File: config.mk
export PLATFORM = sky130hd
export DESIGN_NAME = pdp8_fetch_decode
export DESIGN_NICKNAME = d
export VERILOG_FILES = /design/src/rtl/pdp8_pkg.sv /design/src/rtl/pdp8_fetch_decode.sv
export SDC_FILE = /design/constraint.sdc
export NUM_CORES = 1
export LEC_CHECK = 0
export BUFFER_PORTS_ARGS = -buffer_cell sky130_fd_sc_hd__buf_2
export CAP_MARGIN = 15
export CORE_MARGIN = 2
export CORE_UTILIZATION = 46
export CTS_CLUSTER_SIZE = 14
export DETAILED_ROUTE_END_ITERATION = 6
export GPL_ROUTABILITY_DRIVEN = 0
export PLACE_DENSITY = 0.84
export SLEW_MARGIN = 20
export SYNTH_ARGS = -nofsm -noshare
export SYNTH_HDL_FRONTEND = slang
export SYNTH_SLANG_ARGS = --single-unit
File: constraint.sdc
create_clock -name clk -period 1.6 [get_ports clk]
set_input_delay 0.08 -clock clk [delete_from_list [all_inputs] [get_ports clk]]
set_output_delay 0.08 -clock clk [all_outputs]
set_load 0.05 [all_outputs]
File: src/rtl/pdp8_pkg.sv
// Shared PDP-8 pipeline constants and the decoded-instruction structs
// passed from fetch/decode to EXEC.
package pdp8_pkg;
  localparam int ADDR_WIDTH = 12;
  localparam int DATA_WIDTH = 12;
  localparam logic [ADDR_WIDTH-1:0] START_ADDRESS = 12'o0200;

  typedef struct packed {
    logic AND;
    logic TAD;
    logic ISZ;
    logic DCA;
    logic JMS;
    logic JMP;
    logic [ADDR_WIDTH-1:0] mem_inst_addr;
  } pdp_mem_opcode_s;

  typedef struct packed {
    logic NOP;
    logic IAC;
    logic RAL;
    logic RTL;
    logic RAR;
    logic RTR;
    logic CML;
    logic CMA;
    logic CIA;
    logic CLL;
    logic CLA;
    logic CLA_CLL;
    logic HLT;
    logic SMA;
    logic SZA;
    logic SNL;
    logic SKP;
    logic SPA;
    logic SNA;
    logic SZL;
  } pdp_op7_opcode_s;
endpackage

File: src/rtl/pdp8_fetch_decode.sv
// PDP-8 fetch/decode: fetches, resolves the EA and holds the decoded op for EXEC.
// Define PDP8_INDIRECT_EN to enable one level of indirect addressing.
module pdp8_fetch_decode
  import pdp8_pkg::*;
(
  input  logic                  clk,
  input  logic                  reset_n,
  input  logic                  stall,
  input  logic [ADDR_WIDTH-1:0] PC_value,
  output logic                  ifu_rd_req,
  output logic [ADDR_WIDTH-1:0] ifu_rd_addr,
  input  logic [DATA_WIDTH-1:0] ifu_rd_data,
  output logic [ADDR_WIDTH-1:0] base_addr,
  output pdp_mem_opcode_s       pdp_mem_opcode,
  output pdp_op7_opcode_s       pdp_op7_opcode
);

  typedef enum logic [3:0] {
    IDLE, FETCH, FETCH_WAIT, DECODE,
`ifdef PDP8_INDIRECT_EN
    IND_FETCH, IND_WAIT,
`endif
    WAIT_STALL_HI, WAIT_STALL_LO, HALT
  } state_e;

  state_e                state, state_n;
  logic [DATA_WIDTH-1:0] ir;
  logic [ADDR_WIDTH-1:0] fetch_addr, direct_ea, issue_ea;
  logic                  issue, retire;
  pdp_mem_opcode_s       mem_d;
  pdp_op7_opcode_s       op7_d;

  assign base_addr = START_ADDRESS;
  assign direct_ea = ir[7] ? {fetch_addr[11:7], ir[6:0]} : {5'b0, ir[6:0]};

`ifdef PDP8_INDIRECT_EN
  assign issue_ea = (state == IND_WAIT) ? ifu_rd_data : direct_ea;
`else
  assign issue_ea = direct_ea;
`endif

  always_ff @(posedge clk or negedge reset_n)
    if (!reset_n) state <= IDLE;
    else          state <= state_n;

  always_comb begin
    state_n     = state;
    issue       = 1'b0;
    retire      = 1'b0;
    ifu_rd_req  = 1'b0;
    ifu_rd_addr = '0;
    case (state)
      IDLE:       state_n = FETCH;
      FETCH: begin
        ifu_rd_req  = 1'b1;
        ifu_rd_addr = fetch_addr;
        state_n     = FETCH_WAIT;
      end
      FETCH_WAIT: state_n = DECODE;
      DECODE: begin
`ifdef PDP8_INDIRECT_EN
        if (ir[11:9] < 3'd6 && ir[8]) state_n = IND_FETCH;
        else begin
          issue   = 1'b1;
          state_n = WAIT_STALL_HI;
        end
`else
        issue   = 1'b1;
        state_n = WAIT_STALL_HI;
`endif
      end
`ifdef PDP8_INDIRECT_EN
      IND_FETCH: begin
        ifu_rd_req  = 1'b1;
        ifu_rd_addr = direct_ea;
        state_n     = IND_WAIT;
      end
      IND_WAIT: begin
        issue   = 1'b1;
        state_n = WAIT_STALL_HI;
      end
`endif
      WAIT_STALL_HI: if (stall) state_n = WAIT_STALL_LO;
      WAIT_STALL_LO: if (!stall) begin
        retire  = 1'b1;
        state_n = pdp_op7_opcode.HLT ? HALT : FETCH;
      end
      HALT:    state_n = HALT;
      default: state_n = IDLE;
    endcase
  end

  // IOT and unlisted OPR encodings fall through to NOP so EXEC always sees one flag.
  always_comb begin
    mem_d = '0;
    op7_d = '0;
    case (ir[11:9])
      3'd0: mem_d.AND = 1'b1;
      3'd1: mem_d.TAD = 1'b1;
      3'd2: mem_d.ISZ = 1'b1;
      3'd3: mem_d.DCA = 1'b1;
      3'd4: mem_d.JMS = 1'b1;
      3'd5: mem_d.JMP = 1'b1;
      3'd6: op7_d.NOP = 1'b1;
      default:
        case (ir)
          12'o7001: op7_d.IAC     = 1'b1;
          12'o7004: op7_d.RAL     = 1'b1;
          12'o7006: op7_d.RTL     = 1'b1;
          12'o7010: op7_d.RAR     = 1'b1;
          12'o7012: op7_d.RTR     = 1'b1;
          12'o7020: op7_d.CML     = 1'b1;
          12'o7040: op7_d.CMA     = 1'b1;
          12'o7041: op7_d.CIA     = 1'b1;
          12'o7100: op7_d.CLL     = 1'b1;
          12'o7200: op7_d.CLA     = 1'b1;
          12'o7300: op7_d.CLA_CLL = 1'b1;
          12'o7402: op7_d.HLT     = 1'b1;
          12'o7500: op7_d.SMA     = 1'b1;
          12'o7440: op7_d.SZA     = 1'b1;
          12'o7420: op7_d.SNL     = 1'b1;
          12'o7410: op7_d.SKP     = 1'b1;
          12'o7510: op7_d.SPA     = 1'b1;
          12'o7450: op7_d.SNA     = 1'b1;
          12'o7430: op7_d.SZL     = 1'b1;
          default:  op7_d.NOP     = 1'b1;
        endcase
    endcase
    if (ir[11:9] < 3'd6) mem_d.mem_inst_addr = issue_ea;
  end

  always_ff @(posedge clk or negedge reset_n) begin
    if (!reset_n) begin
      fetch_addr     <= START_ADDRESS;
      ir             <= '0;
      pdp_mem_opcode <= '0;
      pdp_op7_opcode <= '0;
    end else begin
      if (state == FETCH_WAIT) ir <= ifu_rd_data;
      if (issue) begin
        pdp_mem_opcode <= mem_d;
        pdp_op7_opcode <= op7_d;
      end
      if (retire) begin
        pdp_mem_opcode <= '0;
        pdp_op7_opcode <= '0;
        if (!pdp_op7_opcode.HLT) fetch_addr <= PC_value;
      end
    end
  end

endmodule

==> results.md, run 1 <==
* WP buf/inv at 0
* Fin crit share at 101%
* Yosys reg bits at 65
* Congestion Overflow GR at 0
* H-tree depth at 3
* # rows at 29
* Synth Instances at 255
* Worst Setup End Kind: flop
* Yosys top cell by area: dfrtp_1
* Final hold viol count at 0
* Wire per inst at 17.1 um
* Vias in the first global route at between 2k and 3k
* Drt pass-1 iters at 4
* Clock Path Buffers at 2
* Hold_ws at between 50 and 60 ps
* Hpwl dp at 4910 um
* Worst vdd rail ir drop at 1.50 mV
* CTS tree: done
* Initial antenna violation count at 0
* First-pass GRT wire length at between 10000 and 15000 um
* Critical path launch point type: flop
* Die Width at 84.5 um
* Layout cells sized above 1 at a little under half
* RSZ-0062 raised after global routing: true
* Yosys top cell area share at 53.8%
* Worst Path Arrival at 1840 ps
* Yosys cell types at 44
* Leakage power at between 0.002 and 0.0025 uW
* Count of final setup violators at 2
* Worst skew pair latency at 350 ps
* Worst Skew at 10.9 ps
* Warnings, synthesis at 0
* Layout Nets at 412
* Layout area overhead at 43.1%
* Final WL at ~8000 um
* Post-synth EDFFs at 0
* Clock-pin slew on the worst setup and hold paths at 70 ps
* Required time worst endpoint at about 1800 ps
* Syn Std Cell Area at ~3000 um2
* Primary FF master, synth: dfrtp_1
* Synth Area per Inst at 11.7 um2
* Run status: complete, but fails checks
* Fill cell count at about 460
* Post-route cell area at ~4300 um2
* Final WS setup at -17.4 ps
* Power, Total at 8330 uW
* Drt via density at 5.43
* Post-synthesis sequential area ratio at 54.6%
* Pins Over Slew Limit at 0
* Top cells by area, synth: dfrtp_1, mux2_2, a22o_1
* Most frequent cells in the layout: buf_2, dfrtp_1, buf_4, dlygate4sd3_1, mux2_2
* Die H at approximately 84 um
* I/O pins at 90
* CTS root buffer: clkbuf_8
* Failing checks: negative setup slack
* Pwr/cell area at 1950 nW/um2
* Initial drt markers at 160
* Worst path top cell family by delay: compound AO/OA/AOI/OAI gates
* Number of diodes at 0
* Total CTS buffers at 9
* Multi-input gate area at about 1300 um2
* Reg area at 1630 um2
* Hold Path Class: input pin to flop
* Most common cell after layout, fill and taps aside: buf_2
* Largest net degree at the start of global routing at 66
* Crit Path Max Fanout at 4
* Worst path max stage delay at 520 ps
* Post-route ant nets at 0
* CP max stage cell: or4_1
* Max_cap viols at 0
* Global Route Usage Sum at ~22%
* Tmin final at 1620 ps
* Port bufs at 77
* Initial Util at 47.2%
* Core area at about 6300 um2
* Crit path kind: flop to flop
* # DRC at 0
* Placed cell area at 3570 um2
* Vias at around 2.5k
* Max Freq at slightly above 0.6 GHz
* CP Cell Sequence: or4_1 -> a2111o_1 -> a21oi_2 -> o31ai_1
* Clk sink count at 65
* Ys async rst share at 100%
* Die ar. at between 7000 and 8000 um2
==> kinds of logic (layout without fill, tap and decap cells) <==
| kind of cell | count (synthesis) | in the layout | share of synthesized area, % |
|---|---|---|---|
| AOI/OAI and AO/OA | 52 | 52 | 13.7 |
| xor gates and xnor gates | 1 | 1 | 0.294 |
| DFF | 65 | 65 | 54.6 |
| and+or+nand+nor | 77 | 78 | 15.8 |
| other | 2 | 12 | 0.252 |
| muxes | 23 | 23 | 8.69 |
| buffers and inverters | 35 | 159 | 6.59 |
==> Yosys cell counts, drive strengths merged, types with 2 or more instances <==
cell type	number
nand4	2
and3b	3
buf	20
a32o	13
nor4	2
nand3	5
nor3b	3
clkbuf	12
nor2	12
o21ai	10
nand3b	2
dfrtp	64
and2	13
nor4b	2
and3	2
conb	2
nor2b	4
nor3	5
a21oi	6
a22o	18
or4	2
mux2	23
nand2	14
inv	3
==> area by class of cell <==
cell class                 instances  share of cell area [%]
multi-input combinational        166                    29.8
inverter                           3                   0.264
clock buffer                      11                    3.32
sequential                        65                    38.3
clock inverter                     5                    1.29
tap                               77                    2.26
timing repair buffer             140                    24.9
==> path summary, 6_finish.rpt <==
path	start	end	slack [ps]	cells past startpoint
hold reg to reg	pdp_op7_opcode[16]	pdp_op7_opcode[16]	500	1
hold / removal	stall	state[0]	60	3
max in group asynchronous	reset_n	fetch_addr[7]	1020	3
setup reg to reg	ir[0]	pdp_op7_opcode[19]	-20	4
min in group asynchronous	reset_n	fetch_addr[1]	260	3
setup / recovery	ir[0]	pdp_op7_opcode[19]	-20	4
==> state kept, by name (all words and copies together) (netlist names) <==
register,flops
fetch_addr,12
ir,12
pdp_op7_opcode,20
pdp_mem_opcode,18
state,3
==> worst reg2reg max path, delay by kind of cell (launching register included) <==
family	cells	cell delay [ps]
AOI/OAI and AO/OA	3	560
DFF	1	420
and+or+nand+nor	1	530
==> report_power, final <==
part | total, uW | internal, uW | switching [uW]
registers | 2650 | 2170 | 473
logic | 4280 | 1820 | 2460
clock network | 1400 | 757 | 643
==> through the flow <==
| step | setup slack [ps] | util (%) | std cells | setup TNS, ps |
|---|---|---|---|---|
| detailed placement | 4.77 | 56.6 | 417 | 0 |
| CTS | -14.1 | 65.8 | 463 | -14.1 |
| global placement | 14.3 | 56.6 | 417 | 0 |
| floorplan | 9.02 | - | 265 | 0 |
| global route | -66.4 | 67.5 | 467 | -220 |
| finish | -17.4 | 67.5 | 467 | -20.9 |
==> routing by layer <==
layer	GRT usage (%)	wire length, um
met2	35.6	3900
met4	12.0	172
met5	0	0
met3	4.03	496
met1	29.1	3430
==> timing repair <==
| item | 4_1_cts | 5_1_grt |
|---|---|---|
| pin swaps | 3 | 7 |
| gates resized for setup | 32 | 31 |
| hold buffers | 25 | 0 |
| setup buffers | 4 | 2 |
| hold endpoints to repair | 88 | 0 |
| setup endpoints to repair | 14 | 33 |
| gates cloned | 1 | 2 |
No activity file was read; power rests on OpenSTA's default activity.
==> run 2: changes to the inputs <==
==> constraint.sdc (replaced) <==
create_clock -name clk -period 1.6 [get_ports clk]
set_input_delay 0.08 -clock clk [delete_from_list [all_inputs] [get_ports clk]]
set_output_delay 0.08 -clock clk [all_outputs]
set_load 0.005 [all_outputs]
==> results.md, run 2 (same netlist as run 1, synthesis figures left out) <==
* # DRC at 0 (unchanged)
* Die Width at 84.5 um (unchanged)
* Pins Over Slew Limit at 0 (unchanged)
* CTS root buffer: clkbuf_8
* Largest reg by FF count: pdp_op7_opcode
* Die H at 84.5 um (unchanged)
* Max_cap viols at 0 (unchanged)
* Max reg flops at 20 (unchanged)
* Layout area overhead at 40.4%
* Hpwl dp at 5120 um (+4.3%)
* Dpl cells at 417 (unchanged)
* Clock-pin slew on the worst setup and hold paths at 70 ps (about the same)
* Congestion Overflow GR at 0 (unchanged)
* Drt pass-1 iters at 5 (+1)
* Worst vdd rail ir drop at 0.815 mV (-46%)
* Worst skew pair latency at 350 ps (about the same)
* Largest net degree at the start of global routing at 39 (-41%)
* Rel. slew slack at 56.4%
* Metal-1 WL at 3430 um (about the same)
* Initial Util at 47.2% (unchanged)
* Most common cell after layout, fill and taps aside: buf_2
* RSZ-0062 raised after global routing: true
* I/O pins at 90 (unchanged)
* Post-route ant nets at 0 (unchanged)
* Required time worst endpoint at 1520 ps (-300 ps)
* First-pass GRT wire length at 13200 um (+6.4%)
* Critical path launch point type: flop
* Vias in the first global route at 2594 (+0.70%)
* Worst Path Arrival at 1590 ps (-250 ps)
* Port bufs at 77 (unchanged)
* Initial drt markers at 231 (+44%)
* Final WS setup at -66.6 ps (-49.2 ps)
* Vias at 2600 (+2.5%)
* Final WL at 8320 um (+4.0%)
* Die ar. at 7140 um2 (unchanged)
* Final hold viol count at 0 (unchanged)
* Layout cells sized above 1 at 45.7% (-1.7 points)
* Initial antenna violation count at 0 (unchanged)
* Count of final setup violators at 13 (+11)
* Tmin final at 1670 ps (+49.2 ps)
* Clk sink count at 65 (unchanged)
* Core area at 6310 um2 (unchanged)
* Run status: complete, but fails checks
* Wire length on met2 at 4210 um (+8.0%)
* CTS tree: done
* H-tree depth at 3 (unchanged)
* Hold Path Class: input pin to flop
* Total CTS buffers at 9 (unchanged)
* Failing checks: negative setup slack
* Wire per inst at 18.0 um (+5.1%)
* Top Metal Used: met4
* Worst Skew at 8.91 ps (-2.00 ps)
* Fill cell count at 465 (+2.0%)
* Dpl ws at -17.3 ps (-22.1 ps)
* Number of diodes at 0 (unchanged)
* Final Non-Filler Cells at 462 (-1.1%)
* # rows at 29 (unchanged)
* Most frequent cells in the layout: buf_2, dfrtp_1, buf_4, dlygate4sd3_1, mux2_2
* Worst-margin pin slew at 644 ps
* Layout Nets at 407 (-1.2%)
* Worst Setup End Kind: output pin
* Clock Path Buffers at 2 (unchanged)
* Leakage power at 0.00207 uW (-1.1%)
* Fin crit share at 104% (+3.1 points)
* Regs by FF count: pdp_op7_opcode x20, pdp_mem_opcode x18
* Met3 WL at 472 um (-4.8%)
* Multi-input gate area at 1270 um2 (about the same)
* Global Route Usage Sum at 23.9% (+1.6 points)
* Max Freq at 0.600 GHz (-3.0%)
* Crit path kind: flop to output pin
* Drt via density at 5.63 (+3.6%)
* Pwr/cell area at 1700 nW/um2 (-13%)
* Reg area at 1630 um2 (unchanged)
* Crit Path Max Fanout at 7 (+3)
-- run 2: cell count changes in the layout (fill, tap and decap cells not counted), sizes merged --
cell / change
and2: -1
buf: -4
bufinv: -1
clkbuf: +3
clkinvlp: -2
-- run 2: per-layer routing --
metal  global-route usage (%)  vias to the layer above
li1                         -                     1157
met1                     30.7                     1298
met2                     39.1                      127
met3                     3.83                       18
met4                     12.3                        0
met5                        0                        -
-- run 2: stage by stage --
| step | area (um2) | hold WS (ps) | TNS, ps | power (uW) | util, % |
|---|---|---|---|---|---|
| 2_1_floorplan | 3020 | -216 | 0 | 4140 | - |
| 3_3_place_gp | 3560 | -67.6 | 0 | 5090 | 56.4 |
| 3_5_place_dp | 3560 | -71.1 | -17.3 | 5240 | 56.4 |
| 4_1_cts | 4080 | 39.2 | -239 | 6790 | 64.5 |
| 5_1_grt | 4180 | 95.1 | -788 | 7500 | 66.3 |
| 6_report | 4180 | 65.1 | -534 | 7120 | 66.3 |
-- run 2: layout make-up --
type                            instances  area share [%]
Sequential cell                        65            39.0
Multi-Input combinational cell        165            30.3
Timing Repair Buffer                  136            23.5
Clock buffer                           14            4.37
Tap cell                               77            2.30
Inverter                                3           0.269
Clock inverter                          2           0.239
-- run 2: path summary, 6_finish.rpt --
kind                       cells after the start          startpoint                  to  slack [ps]
setup / recovery                               5            state[2]      ifu_rd_addr[8]         -70
hold / removal                                 3               stall            state[0]          70
setup reg to reg                               5            state[2]  pdp_op7_opcode[19]          20
hold reg to reg                                2  pdp_mem_opcode[15]  pdp_mem_opcode[15]         490
max in group asynchronous                      3             reset_n   pdp_op7_opcode[4]         980
min in group asynchronous                      2             reset_n       fetch_addr[6]          90
-- run 2: worst max-delay path, cell delays in order, from the launching register on --
cell and delay, ps:
dfrtp_2 430, buf_6 130, nor3b_4 250, buf_6 180, and2_4 160, buf_6 90
-- run 2: what timing repair did --
| action | 4_1_cts | 5_1_grt |
|---|---|---|
| endpoints found under the hold margin | 88 | 0 |
| pin swaps | 10 | 3 |
| gates resized for setup | 13 | 27 |
| hold buffers | 25 | 0 |
| setup endpoints to repair | 13 | 50 |
| gates cloned | 1 | 0 |
| buffers inserted | 2 | 1 |
-- run 2: where the power goes --
part           internal, uW  switching (uW)  leakage [uW]  total [uW]
registers              2170             470      0.000837        2640
logic                  1630            1490       0.00113        3120
clock network           727             626      0.000102        1350
total                  4530            2590       0.00207        7120
